**config.mk**
```make
export PLATFORM = sky130hd
export DESIGN_NAME = reset_sequencer
export DESIGN_NICKNAME = d
export VERILOG_FILES = /design/src/rtl/reset_sequencer.sv
export SDC_FILE = /design/constraint.sdc
export NUM_CORES = 1
export LEC_CHECK = 0
export CAP_MARGIN = 10
export CORE_UTILIZATION = 38
export DETAILED_ROUTE_END_ITERATION = 10
export SETUP_SLACK_MARGIN = 0.2
export SLEW_MARGIN = 20
export SYNTH_ARGS = -nofsm -noshare
export SYNTH_HDL_FRONTEND = slang
export SYNTH_SLANG_ARGS = --single-unit
```
**constraint.sdc**
```tcl
create_clock -name clk -period 2.9 [get_ports clk]
set_input_delay 0.58 -clock clk [delete_from_list [all_inputs] [get_ports clk]]
set_output_delay 0.58 -clock clk [all_outputs]
set_load 0.02 [all_outputs]
```
**src/rtl/reset_sequencer.sv**
```systemverilog
// reset_sequencer
//   Holds a set of clock domains in reset for a fixed number of enabled cycles, then walks
//   through them one at a time with an init strobe, waiting for each domain's acknowledge
//   (or a timeout) before moving to the next. Once every domain has been visited the block
//   enables the domains that answered and idles in RUN until the next reset request.
//
// Ports
//   clk          clock, all logic on the rising edge
//   sync_rst     synchronous active-high reset, overrides everything including clk_en
//   clk_en       global enable; when low every register holds and inputs are ignored
//   ResetReq     reset requesters: [0] external pin, [1] watchdog, [2] software
//   DomainAck    per-domain init-complete acknowledge (level)
//   DomainRst    per-domain reset request
//   DomainInit   per-domain init strobe, held until ack or timeout
//   DomainEn     per-domain operational enable
//   Busy         high whenever the sequencer is not in RUN
//   LastCause    0/1/2 = winning ResetReq bit, 3 = power-on (sync_rst)
//   DomainFault  sticky per-domain ack-timeout flags, cleared only by sync_rst
module reset_sequencer #(
    parameter int unsigned DOMAINS         = 2,
    parameter int unsigned RESETWAITCYCLES = 6,
    parameter int unsigned ACKTIMEOUT      = 32
) (
    input  logic               clk,
    input  logic               sync_rst,
    input  logic               clk_en,
    input  logic [2:0]         ResetReq,
    input  logic [DOMAINS-1:0] DomainAck,
    output logic [DOMAINS-1:0] DomainRst,
    output logic [DOMAINS-1:0] DomainInit,
    output logic [DOMAINS-1:0] DomainEn,
    output logic               Busy,
    output logic [1:0]         LastCause,
    output logic [DOMAINS-1:0] DomainFault
);

    localparam int unsigned HoldW = $clog2(RESETWAITCYCLES) + 1;
    localparam int unsigned TmoW  = $clog2(ACKTIMEOUT) + 1;
    localparam int unsigned IdxW  = $clog2(DOMAINS) + 1;

    localparam logic [HoldW-1:0] HoldLast = HoldW'(RESETWAITCYCLES - 1);
    localparam logic [TmoW-1:0]  TmoLast  = TmoW'(ACKTIMEOUT - 1);
    localparam logic [IdxW-1:0]  IdxLast  = IdxW'(DOMAINS - 1);

    typedef enum logic [1:0] {
        StRstHold,
        StInitSeq,
        StRun
    } state_e;

    state_e               state_q, state_d;
    logic [HoldW-1:0]     hold_cnt_q, hold_cnt_d;
    logic [TmoW-1:0]      tmo_cnt_q, tmo_cnt_d;
    logic [IdxW-1:0]      idx_q, idx_d;
    logic [DOMAINS-1:0]   rst_q, rst_d;
    logic [DOMAINS-1:0]   init_q, init_d;
    logic [DOMAINS-1:0]   en_q, en_d;
    logic                 busy_q, busy_d;
    logic [1:0]           cause_q, cause_d;
    logic [DOMAINS-1:0]   fault_q, fault_d;

    logic                 ack_sel;
    logic                 slot_done;
    logic [DOMAINS-1:0]   fault_next;

    always_comb begin
        state_d    = state_q;
        hold_cnt_d = hold_cnt_q;
        tmo_cnt_d  = tmo_cnt_q;
        idx_d      = idx_q;
        rst_d      = rst_q;
        init_d     = init_q;
        en_d       = en_q;
        busy_d     = busy_q;
        cause_d    = cause_q;
        fault_d    = fault_q;

        // init_q is one-hot on the active domain during INIT_SEQ and zero elsewhere, so it
        // doubles as the ack select mask and as the fault bit to set on timeout.
        ack_sel    = |(DomainAck & init_q);
        slot_done  = ack_sel || (tmo_cnt_q == TmoLast);
        fault_next = ack_sel ? fault_q : (fault_q | init_q);

        if (clk_en) begin
            if (|ResetReq) begin
                // A request restarts from scratch in every state, including mid-hold.
                state_d    = StRstHold;
                hold_cnt_d = '0;
                tmo_cnt_d  = '0;
                idx_d      = '0;
                rst_d      = '1;
                init_d     = '0;
                en_d       = '0;
                busy_d     = 1'b1;
                if (ResetReq[0]) begin
                    cause_d = 2'd0;
                end else if (ResetReq[1]) begin
                    cause_d = 2'd1;
                end else begin
                    cause_d = 2'd2;
                end
            end else begin
                unique case (state_q)
                    StRstHold: begin
                        if (hold_cnt_q == HoldLast) begin
                            state_d   = StInitSeq;
                            rst_d     = '0;
                            idx_d     = '0;
                            init_d    = DOMAINS'(1);
                            tmo_cnt_d = '0;
                        end else begin
                            hold_cnt_d = hold_cnt_q + HoldW'(1);
                        end
                    end
                    StInitSeq: begin
                        if (slot_done) begin
                            fault_d   = fault_next;
                            tmo_cnt_d = '0;
                            if (idx_q == IdxLast) begin
                                state_d = StRun;
                                idx_d   = '0;
                                init_d  = '0;
                                en_d    = ~fault_next;
                                busy_d  = 1'b0;
                            end else begin
                                // Next domain's strobe rises on the same edge: no gap cycle.
                                idx_d  = idx_q + IdxW'(1);
                                init_d = init_q << 1;
                            end
                        end else begin
                            tmo_cnt_d = tmo_cnt_q + TmoW'(1);
                        end
                    end
                    StRun: begin
                    end
                    default: begin
                        state_d = StRstHold;
                    end
                endcase
            end
        end
    end

    always_ff @(posedge clk) begin
        if (sync_rst) begin
            state_q    <= StRstHold;
            hold_cnt_q <= '0;
            tmo_cnt_q  <= '0;
            idx_q      <= '0;
            rst_q      <= '1;
            init_q     <= '0;
            en_q       <= '0;
            busy_q     <= 1'b1;
            cause_q    <= 2'd3;
            fault_q    <= '0;
        end else begin
            state_q    <= state_d;
            hold_cnt_q <= hold_cnt_d;
            tmo_cnt_q  <= tmo_cnt_d;
            idx_q      <= idx_d;
            rst_q      <= rst_d;
            init_q     <= init_d;
            en_q       <= en_d;
            busy_q     <= busy_d;
            cause_q    <= cause_d;
            fault_q    <= fault_d;
        end
    end

    assign DomainRst   = rst_q;
    assign DomainInit  = init_q;
    assign DomainEn    = en_q;
    assign Busy        = busy_q;
    assign LastCause   = cause_q;
    assign DomainFault = fault_q;

endmodule

```
Yosys cells after proc, flatten, opt, wreduce, memory -nomap -nowiden
Index checks and enable logic that the tools add are counted.
W data, S select, Z words.
{"block": "op_classes", "add_sub_neg": 3, "n_eq_ne": 10, "mux": 34, "bitwise_logic": 4, "reduce_logical": 18}
{"op": "$mux W2", "n": 20}
{"op": "$mux W6", "n": 3}
{"op": "$mux W4", "n": 3}
{"op": "$pmux W6 S2", "n": 1}
{"op": "$reduce_and A4 Y1", "n": 3}
{"op": "$reduce_bool A2 Y1", "n": 5}
{"op": "$ne A3 B3 Y1 const B", "n": 3}
{"op": "$reduce_and A3 Y1", "n": 3}
{"op": "$pmux W2 S2", "n": 2}
{"op": "$add A6 B1 Y6 const B", "n": 1}
{"op": "$eq A6 B5 Y1 const B", "n": 1}
{"op": "$pmux W2 S3", "n": 1}
{"op": "$reduce_and A5 Y1", "n": 1}
{"op": "$add A4 B1 Y4 const B", "n": 1}
{"op": "$eq A2 B1 Y1 const B", "n": 2}
{"op": "$eq A4 B3 Y1 const B", "n": 1}
{"op": "$mux W1", "n": 4}
{"op": "$ne A2 B2 Y1 const B", "n": 2}
{"op": "$reduce_bool A3 Y1", "n": 1}
{"op": "$reduce_or A3 Y1", "n": 1}
{"op": "$add A2 B1 Y2 const B", "n": 1}
{"op": "$and A2 B2 Y2", "n": 1}
{"op": "$eq A2 B2 Y1 const B", "n": 1}
{"op": "$logic_not A2 Y1", "n": 1}
{"op": "other kinds (6)", "n": 6}
{"block": "totals", "regBits": 25, "out_inout_bits": 11, "word_cells": 79}

Logic depth before layout (Yosys ltp)
{"block": "logic_depth", "depth_word": 8, "depth_mapped": 6, "mapped_depth_nobuf": 6}

Least setup slack after synthesis
OpenSTA, ideal clock, no wires.
{"block": "synth_timing", "kind": "input -> register", "start": "in ResetReq[1]", "end": "reg tmo_cnt_q[5]", "setup_time_ns": 0.074, "arrival_ns": 1.775, "required_time_ns": 2.826, "path_slack_ns": 1.051, "path_stages": 3, "path_buffers": 0, "cell_sequence": "or4b_4 or4_1 a31oi_1"}
{"block": "synth_via", "elab_chain_len": 3}
{"element": "start, declared", "line": "27", "rtl": "input logic [2:0] ResetReq,"}
{"element": "$reduce_or A3 Y1 *", "line": "85", "rtl": "if (|ResetReq) begin"}
{"element": "$ne A3 B3 Y1 (no line) / $reduce_bool A3 Y1 (equally long branches)"}
{"element": "$reduce_and A3 Y1 (no line)"}
{"element": "end signal, assigned", "line": "159", "rtl": "tmo_cnt_q <= tmo_cnt_d;"}
{"element": "end, declared", "line": "53", "rtl": "logic [TmoW-1:0] tmo_cnt_q, tmo_cnt_d;"}
Mark *: on every way between the ends. The rest lies on a longest branch, timed or not.
A chain may end at the register's enable or synchronous reset.

Worst setup path in the final report
{"block": "layout_timing", "start": "in clk_en", "end": "reg idx_q[0]"}
{"block": "layout_via", "elab_chain_len": 1}
{"element": "start, declared", "line": "26", "rtl": "input logic clk_en,"}
{"element": "$reduce_and A4 Y1 (no line)"}
{"element": "end signal, assigned", "line": "160", "rtl": "idx_q <= idx_d;"}
{"element": "end, declared", "line": "54", "rtl": "logic [IdxW-1:0] idx_q, idx_d;"}
Every way passes these cells.

==> impl_metrics.env <==
export IMPL_period_share=0.747
export IMPL_yosys_warnings=0
export IMPL_gp_congestion=0.794
export IMPL_worst_pin_slew_ns=0.506
export IMPL_finalSetupTns_ns=0
export IMPL_sw_frac_of_total=0.231
export IMPL_status="complete, no violations"
export IMPL_final_hold_viol_count=0
export IMPL_cp_max_fo=7
export IMPL_internal_power_mw=0.430
export IMPL_final_util=0.482
export IMPL_ys_top_cells_by_count="24 x dfxtp_1, 13 x a21oi_1, 13 x nand2_1"
export IMPL_rrSetupSlack_ns=0.95
export IMPL_drtIter0Drc=54
export IMPL_hpwl_mm=1.98
export IMPL_syn_avg_cell_area_um2=8.70
export IMPL_clock_sinks=24
export IMPL_finalNetCount=171
export IMPL_finClkSkew_ns=0.00233
export IMPL_synth_top_cell_area_share=0.395
export IMPL_synth_most_common_cell="dfxtp_1"
export IMPL_r2r_start="hold_cnt_q[0]$_SDFFE_PP0P_"
export IMPL_path_class="in -> reg"
export IMPL_grt_first_pass_wirelength_mm=4.78
export IMPL_rows=20
export IMPL_cts_resized=0
export IMPL_wl_mm=2.76
export IMPL_finalCriticalPeriod_ns=2.17
export IMPL_diodes=0
export IMPL_min_to="idx_q[1]$_SDFFE_PP0P_"
export IMPL_cts_buffer_depth=2
export IMPL_fmax_mhz=461
export IMPL_viasPerCell=5.52
export IMPL_synthArstFlopShare=0
export IMPL_worstReg2RegEnd="DomainInit[1]$_SDFFE_PP0P_"
export IMPL_io_pins=19
export IMPL_slew_headroom=0.661
export IMPL_p_comb_frac=0.081
export IMPL_hold_depth=2
export IMPL_seq_power_share=0.596
export IMPL_power_density_nw_per_um2=381
export IMPL_cts_root_buf="clkbuf_4"
export IMPL_wire_per_inst_um=13.6
export IMPL_synth_top_cells_by_area="dfxtp_1 39%, a21oi_1 5.3%, o21ai_0 4.5%, nand2_1 4.0%, a31oi_1 3.6%"
export IMPL_synth_seq_cells=24
export IMPL_gr_total_overflow=0
export IMPL_start_kind="input port"
export IMPL_rsz0062_at_grt="false"
export IMPL_coreArea_um2=3050
export IMPL_antenna_found_initial=0
export IMPL_synth_edf_count=0
export IMPL_first_global_vias=1098
export IMPL_area_delta_synth_final_pct=20.8
export IMPL_reg2regPathDepth=5
export IMPL_power_leakage_nw=0.485
export IMPL_hold_start="idx_q[1]$_SDFFE_PP0P_"
export IMPL_syn_num_nets=151
export IMPL_cts_max_level=1
export IMPL_vias=1121
export IMPL_start_util=0.399
export IMPL_yosysSeqAreaShare=0.395
export IMPL_grt_total_usage=0.182
export IMPL_netlist_instances=140
export IMPL_die_w_um=58.6
export IMPL_clkPwrFrac=0.322
export IMPL_max_cap_viol_count=0
export IMPL_holdCritPathClass="reg -> reg"
export IMPL_synth_distinct_cells=38
export IMPL_grt_max_degree=15
export IMPL_portBuffers=18
export IMPL_cts_hold_buf=0
export IMPL_clkLatencyLatePin_ns=0.31
export IMPL_layout_drive_gt1_share=0.0818
export IMPL_cts_tree="done"
export IMPL_chipHeight_um=58.6
export IMPL_arrival_ns=2.41
export IMPL_cp_data_required_time_ns=3.14
export IMPL_firstDrtPassIters=4
export IMPL_dieArea_um2=3430
export IMPL_ys_flop_type="dfxtp_1"
export IMPL_end_kind="flop"
export IMPL_final_setup_viol_count=0
export IMPL_final_antenna_net_count=0
export IMPL_power_switching_mw=0.129
export IMPL_drc=0
export IMPL_peakVddDrop_mv=0.146
export IMPL_netlist_area_um2=1220
export IMPL_cts_setup_buffers=0
export IMPL_yosysTopAreaCell="dfxtp_1"
export IMPL_cts_made_buffers=3
export IMPL_clkTransAtPathRegs_ns=0.13
export IMPL_maxSlewViolCount=0
==> cell type report <==
class,count,area [µm²]
multi-input cells,106,684
flip-flops and latches,24,480
inverters,5,18.8
clock buffers,4,36.3
fillers,328,1580
well taps,44,55.1
repair buffers,20,195
==> placed cells by master, fill, tap and decap left out, types with 2 or more instances in the layout <==
cell type / n
mux2i_1: 3
buf_4: 2
nand4b_1: 3
dfxtp_1: 24
o21ai_0: 11
nand2b_1: 6
nand2_1: 13
nand3b_1: 2
and3_1: 2
nor2_1: 8
nand4_1: 3
or3_2: 2
clkdlybuf4s50_1: 18
or4_1: 2
a2111o_1: 2
nand4bb_1: 2
or3_1: 3
a31oi_1: 7
a41oi_1: 2
clkbuf_4: 3
inv_1: 5
a21oi_1: 13
nand3_1: 5
ha_1: 3
==> worst max-delay path: stages <==
cell and delay [ns]:
clkdlybuf4s50_1 0.57, or4b_4 0.54, nor2_1 0.39, a21oi_1 0.12
a211oi_1 0.21
==> layer usage <==
metal / track usage / vias up / wire length, µm
met5: 0 / - / 0
met4: 0.0714 / 0 / 33
met3: 0.0286 / 6 / 124
met2: 0.297 / 30 / 1260
met1: 0.240 / 516 / 1340
li1: - / 569 / -
==> kinds of logic (layout without fill, tap and decap cells) <==
kind of cell               Yosys count  after routing  share of synthesized area
adders and majority gates            3              3                     0.0308
muxes                                3              3                     0.0247
AOI/OAI and AO/OA                   43             43                      0.222
buffers and inverters               10             29                     0.0432
and+or+nand+nor                     57             57                      0.285
DFF                                 24             24                      0.395
==> flip-flops by register name, summed over array words and instances (netlist names) <==
signal       cells
LastCause        2
Busy             1
idx_q            2
DomainRst        1
tmo_cnt_q        6
DomainInit       2
DomainEn         2
DomainFault      2
hold_cnt_q       4
state_q          2
==> worst max-delay path by stage <==
stage / cells after the start / start / endpoint / slack (ns)
CTS: 5 / clk_en / idx_q[0]$_SDFFE_PP0P_ / 0.75
global placement: 5 / clk_en / idx_q[0]$_SDFFE_PP0P_ / 0.47
finish: 5 / clk_en / idx_q[0]$_SDFFE_PP0P_ / 0.73
floorplan: 3 / ResetReq[1] / tmo_cnt_q[5]$_SDFFE_PP0P_ / 1.05
detailed placement: 5 / clk_en / idx_q[0]$_SDFFE_PP0P_ / 0.41
global route: 5 / clk_en / idx_q[0]$_SDFFE_PP0P_ / 0.62
==> power groups by stage <==
stage / combinational, mW / clock, mW / sequential, mW
after floorplan: 0.0203 / 0 / 0.344
after global placement: 0.0451 / 0 / 0.341
after detailed placement: 0.0458 / 0 / 0.341
after CTS: 0.0460 / 0.185 / 0.334
after global routing: 0.0495 / 0.204 / 0.334
final: 0.0454 / 0.180 / 0.334
==> through the flow <==
step                instance area (µm²)  hold slack [ns]  setup slack [ns]  instances  power, mW
floorplan                          1220            0.421              1.05        140      0.364
global placement                   1430            0.431             0.471        199      0.386
detailed placement                 1430            0.444             0.407        199      0.387
CTS                                1470            0.464             0.749        203      0.565
global route                       1470            0.483             0.623        203      0.588
finish                             1470            0.465             0.733        203      0.560
No activity file was read; power rests on OpenSTA's default activity.
